**src/rtl/score_char_rom.sv**
```systemverilog
// Score banner text source: sequential double-dabble conversion of a binary score
// into committed decimal digits served through a registered char_xy -> char_code lookup.
// Optional SCORE_LEAD_BLANK_EN: render leading zero digits as spaces (LSD always shown).
module score_char_rom #(
    parameter int                    PREFIX_LEN = 6,
    parameter logic [8*PREFIX_LEN-1:0] PREFIX   = "SCORE ",
    parameter int                    DIGITS     = 5,
    parameter int                    VALUE_W    = 16
) (
    input  logic               clk,
    input  logic               rst,
    input  logic [VALUE_W-1:0] value,
    input  logic               update,
    output logic               busy,
    output logic               done,
    input  logic [7:0]         char_xy,
    output logic [6:0]         char_code
);

    // state   | meaning
    // IDLE    | waiting for an update request
    // LOAD    | saturation check, iteration counter load
    // SHIFT   | one add-3 / shift-left step per cycle
    // COMMIT  | copy result into the displayed digit buffer

    localparam int BCD_W = 4 * DIGITS;
    localparam int CNT_W = $clog2(VALUE_W + 1);

    function automatic logic [63:0] calc_limit(input int n);
        logic [63:0] r;
        r = 64'd1;
        for (int i = 0; i < n; i++) r = r * 64'd10;
        return r - 64'd1;
    endfunction

    localparam logic [63:0] SAT_LIMIT = calc_limit(DIGITS);

    typedef enum logic [1:0] {IDLE, LOAD, SHIFT, COMMIT} state_t;

    state_t             state;
    logic [VALUE_W-1:0] bin_q;
    logic [BCD_W-1:0]   bcd_q;
    logic [BCD_W-1:0]   bcd_adj;
    logic [BCD_W-1:0]   disp_q;
    logic [VALUE_W-1:0] pend_val;
    logic               pend;
    logic               sat;
    logic [CNT_W-1:0]   cnt;
    logic [6:0]         next_code;
    logic [3:0]         dig;
    logic [3:0]         col;
    logic [3:0]         row;
`ifdef SCORE_LEAD_BLANK_EN
    logic               lead;
`endif

    always_comb begin
        bcd_adj = bcd_q;
        for (int i = 0; i < DIGITS; i++) begin
            if (bcd_q[4*i +: 4] >= 4'd5) bcd_adj[4*i +: 4] = bcd_q[4*i +: 4] + 4'd3;
        end
    end

    always_ff @(posedge clk or negedge rst) begin
        if (!rst) begin
            state    <= IDLE;
            bin_q    <= '0;
            bcd_q    <= '0;
            disp_q   <= '0;
            pend_val <= '0;
            pend     <= 1'b0;
            sat      <= 1'b0;
            cnt      <= '0;
            busy     <= 1'b0;
            done     <= 1'b0;
        end else begin
            done <= 1'b0;
            case (state)
                IDLE: begin
                    if (update) begin
                        bin_q <= value;
                        bcd_q <= '0;
                        busy  <= 1'b1;
                        state <= LOAD;
                    end
                end
                LOAD: begin
                    sat   <= 64'(bin_q) > SAT_LIMIT;
                    cnt   <= CNT_W'(VALUE_W);
                    state <= SHIFT;
                    if (update) begin
                        pend_val <= value;
                        pend     <= 1'b1;
                    end
                end
                SHIFT: begin
                    {bcd_q, bin_q} <= {bcd_adj, bin_q} << 1;
                    cnt <= cnt - 1'b1;
                    if (cnt == CNT_W'(1)) state <= COMMIT;
                    if (update) begin
                        pend_val <= value;
                        pend     <= 1'b1;
                    end
                end
                COMMIT: begin
                    disp_q <= sat ? {DIGITS{4'h9}} : bcd_q;
                    done   <= 1'b1;
                    // a request arriving this very cycle is newer than any pending one
                    if (update || pend) begin
                        bin_q <= update ? value : pend_val;
                        bcd_q <= '0;
                        pend  <= 1'b0;
                        state <= LOAD;
                    end else begin
                        busy  <= 1'b0;
                        state <= IDLE;
                    end
                end
                default: state <= IDLE;
            endcase
        end
    end

    assign col = char_xy[3:0];
    assign row = char_xy[7:4];

    always_comb begin
        next_code = 7'h20;
        dig       = 4'd0;
`ifdef SCORE_LEAD_BLANK_EN
        lead      = 1'b1;
`endif
        if (row == 4'd0) begin
            for (int i = 0; i < PREFIX_LEN; i++) begin
                if (col == 4'(i)) next_code = PREFIX[8*(PREFIX_LEN-1-i) +: 7];
            end
            for (int i = 0; i < DIGITS; i++) begin
                dig = disp_q[4*(DIGITS-1-i) +: 4];
`ifdef SCORE_LEAD_BLANK_EN
                lead = lead && (dig == 4'd0);
                if (col == 4'(PREFIX_LEN + i))
                    next_code = (lead && (i != DIGITS - 1)) ? 7'h20 : {3'b011, dig};
`else
                if (col == 4'(PREFIX_LEN + i)) next_code = {3'b011, dig};
`endif
            end
        end
    end

    always_ff @(posedge clk or negedge rst) begin
        if (!rst) char_code <= 7'h20;
        else      char_code <= next_code;
    end

endmodule

```
**config.mk**
```make
export PLATFORM = sky130hd
export DESIGN_NAME = score_char_rom
export DESIGN_NICKNAME = d
export VERILOG_FILES = /design/src/rtl/score_char_rom.sv
export SDC_FILE = /design/constraint.sdc
export NUM_CORES = 1
export LEC_CHECK = 0
export ABC_CLOCK_PERIOD_IN_PS = 3200
export CORE_UTILIZATION = 23
export CTS_CLUSTER_SIZE = 24
export DETAILED_ROUTE_END_ITERATION = 12
export PLACE_DENSITY = 0.36
export SYNTH_ARGS = -nofsm -noshare
export SYNTH_HDL_FRONTEND = slang
export SYNTH_SLANG_ARGS = --single-unit
```
**constraint.sdc**
```tcl
create_clock -name clk -period 3.2 [get_ports clk]
set_input_delay 0.32 -clock clk [delete_from_list [all_inputs] [get_ports clk]]
set_output_delay 0.32 -clock clk [all_outputs]
set_load 0.005 [all_outputs]
```
==> results.cfg <==
[floorplan]
initial_core_util = 0.237
num_io_pins = 36
die_area_sq_mm = 0.0201
die_span_y_um = 142
num_rows = 50
die-width_um = 142
placeableCoreArea_sq_mm = 0.0190

[cts]
cts_hold_buf = 0
cts.reportedPaths.clkPinSlew_ps = 70
cts.sink_count = 89
clock_insertion_delay_worst_skew_ps = 350
cts_htree_levels = 3
clock_tree.root_cell = clkbuf_16
postCtsSetupRepairBufs = 0
cts_buffers = 9
cts_tree = built
post_cts.resized_instances = 0
clk_path_buf_depth = 2

[synthesis]
synth.ff_latch_count = 89
ys_async_rst_share = 1.00
synthesis.yosys.warnings = 0
mappedNetlistNets = 449
synth.lib_cells_used.distinct = 52
syn-mean-instance-area_sq_um = 11.1
mappedNetlistArea_sq_mm = 0.00450
synth_edf_count = 0
yosysSeqAreaShare = 0.496
synth_top_flop_cell = dfrtp_1
post_synth_inst_count = 406

[sta]
timing_worst_slew_pin_value_ps = 811
final-hold-violation-count = 0
timing.setup.tns_ps = 0
timing.final.setup_violations = 0
timing.final.ws_setup_ps = 961
max_freq_mhz = 447
slew_headroom = 0.457
layout_worst_path_cycle_share = 0.700
timing.final.crit_period_ps = 2240
final.setup_skew_ps = 8.07
finalMaxSlewViolations = 0
rsz0062_at_grt = no

[flow_run]
max_cap_viol_count = 0

[final_layout]
n_fill_cell = 1973
post_route_cells_drive_above_1_share = 0.140
post-route-util = 0.286
layout.cells.most_common_list = dfrtp_1, o21ai_0, clkdlybuf4s50_1
synthToLayoutAreaGrowth_pct = 20.4
final_net_count = 475
most_common_cell_after_layout_fill_and_taps_aside = dfrtp_1
num_antenna_cells = 0
multi_input_area_sq_mm = 0.00204
register_area_sq_mm = 0.00223

[detailed_routing]
detail-route-antenna-nets = 0
drt-total-wl_um = 10600
drtIter0Drc = 219
route.detailed.drc = 0
dr.pass1.iters = 6
vias_per_instance = 4.58
vias = 3190
detail_route.wl_per_cell_um = 15.2

[run_status]
outcome = finished, final reports clean

[global_routing]
grt_pass1_wl_um = 18100
maximum_number_of_pins_on_one_net_before_global_route_repair = 53
antenna_violations_before_repair = 0
global_route.overflow_total = 0
gr-usage-all-layers = 0.117
first_global_vias = 3295

[power]
power.switching_mw = 1.02
finalPower_mw = 3.54
power.share.clock = 0.333
total_leakage_power_nw = 2.31
vdd_drop_max_mv = 0.249
share_comb_of_total_power = 0.216
share_seq_of_total_power = 0.451
power_switching_share = 0.288
cell_internal_pwr_mw = 2.52
pd_cells_mw_per_mm2 = 655

[critical_path]
maximum_fanout_along_the_worst_path = 16
critical_path_data_required_time_ps = 3430
crit_type = reg -> reg
timing.critical_path.arrival_ps = 2470
critPathCaptureType = flop
type_of_origin_of_the_critical_path = flop

[placed_design]
gp_congestion = 0.708
dp_hpwl_um = 6910
port_buffers = 35
place_worst_setup_slack_ps = 880

[min_path]
hold_class = in -> async
==> cell families after synthesis <==
family	share of synthesized area
compound gates	0.194
xor+xnor	0.00974
fa+ha+maj	0.0445
buf+inv	0.0512
flops	0.496
mux	0.110
simple gates	0.0949
==> path summary, 6_finish.rpt <==
kind                                          start                        to  slack [ps]  cells after the start
setup / recovery               state[0]$_DFFE_PN0P_  pend_val[15]$_DFFE_PN0P_         960                      4
hold reg to reg            pend_val[15]$_DFFE_PN0P_  pend_val[15]$_DFFE_PN0P_         490                      1
hold / removal                                  rst    char_code[6]$_DFF_PN0_          40                      1
setup reg to reg               state[0]$_DFFE_PN0P_  pend_val[15]$_DFFE_PN0P_         960                      4
min in group clk           pend_val[15]$_DFFE_PN0P_  pend_val[15]$_DFFE_PN0P_         490                      1
max in group asynchronous                       rst     bcd_q[18]$_DFFE_PN0P_        2490                      2
==> power groups by stage <==
stage	logic (mW)	clock network, mW	registers (mW)
finish	0.767	1.18	1.60
floorplan	0.621	0	1.53
detailed placement	0.777	0	1.63
global placement	0.752	0	1.62
CTS	0.780	1.23	1.60
global route	0.882	1.27	1.64
==> Yosys cell counts, types with 2 or more instances <==
| library cell | instances | area share |
|---|---|---|
| a211o_1 | 4 | 0.0078 |
| a21o_1 | 2 | 0.0033 |
| a21oi_1 | 18 | 0.020 |
| a21oi_4 | 2 | 0.0072 |
| a221oi_1 | 3 | 0.0058 |
| a222oi_1 | 14 | 0.031 |
| a22o_1 | 10 | 0.019 |
| a22oi_1 | 2 | 0.0033 |
| buf_2 | 10 | 0.011 |
| buf_4 | 2 | 0.0033 |
| buf_6 | 4 | 0.010 |
| clkbuf_1 | 10 | 0.0083 |
| dfrtp_1 | 88 | 0.49 |
| ha_1 | 16 | 0.045 |
| inv_1 | 19 | 0.016 |
| inv_2 | 2 | 0.0017 |
| mux2_1 | 10 | 0.025 |
| mux2_2 | 26 | 0.065 |
| mux2i_1 | 9 | 0.020 |
| nand2_1 | 13 | 0.011 |
| nand2b_1 | 10 | 0.014 |
| nand3_1 | 11 | 0.012 |
| nand3b_1 | 4 | 0.0067 |
| nor2_1 | 7 | 0.0058 |
| nor2b_1 | 5 | 0.0070 |
| nor3_1 | 12 | 0.013 |
| nor3b_1 | 5 | 0.0083 |
| o21a_1 | 2 | 0.0033 |
| o21ai_0 | 35 | 0.039 |
| o21ai_1 | 21 | 0.023 |
| o22ai_1 | 3 | 0.0042 |
| o31ai_2 | 3 | 0.0083 |
| xnor2_1 | 5 | 0.0097 |
==> per-layer routing <==
layer / vias to the layer above / track usage / wire, um
li1: 1558 / - / -
met5: - / 0 / 0
met4: 0 / 0.0419 / 150
met3: 14 / 0.0267 / 356
met2: 53 / 0.180 / 4770
met1: 1565 / 0.158 / 5300
==> worst max-delay path: stages, from the launching register on <==
cell and delay (ps):
dfrtp_1 430, inv_1 90, ha_1 540, nand2_1 550, mux2_1 500
==> registers in the layout, summed over array words and instances, names as in the netlist <==
signal     cells
bcd_q         20
bin_q         16
busy           1
char_code      7
cnt            5
disp_q        20
done           1
pend           1
pend_val      16
state          2
==> stage by stage <==
step                hold WS (ps)  std cells  cell area (sq um)
floorplan                   24.4        406               4500
global placement             445        681               5080
detailed placement           443        681               5080
CTS                         69.1        697               5410
global route                 103        697               5410
finish                      41.2        697               5410
==> cell type report <==
class	instances	area share
timing repair buffer	42	0.0763
multi-input combinational	269	0.377
clock inverter	6	0.0166
sequential	89	0.412
clock buffer	10	0.0442
tap	260	0.0601
inverter	21	0.0146
(Power assumes the default switching activity.)
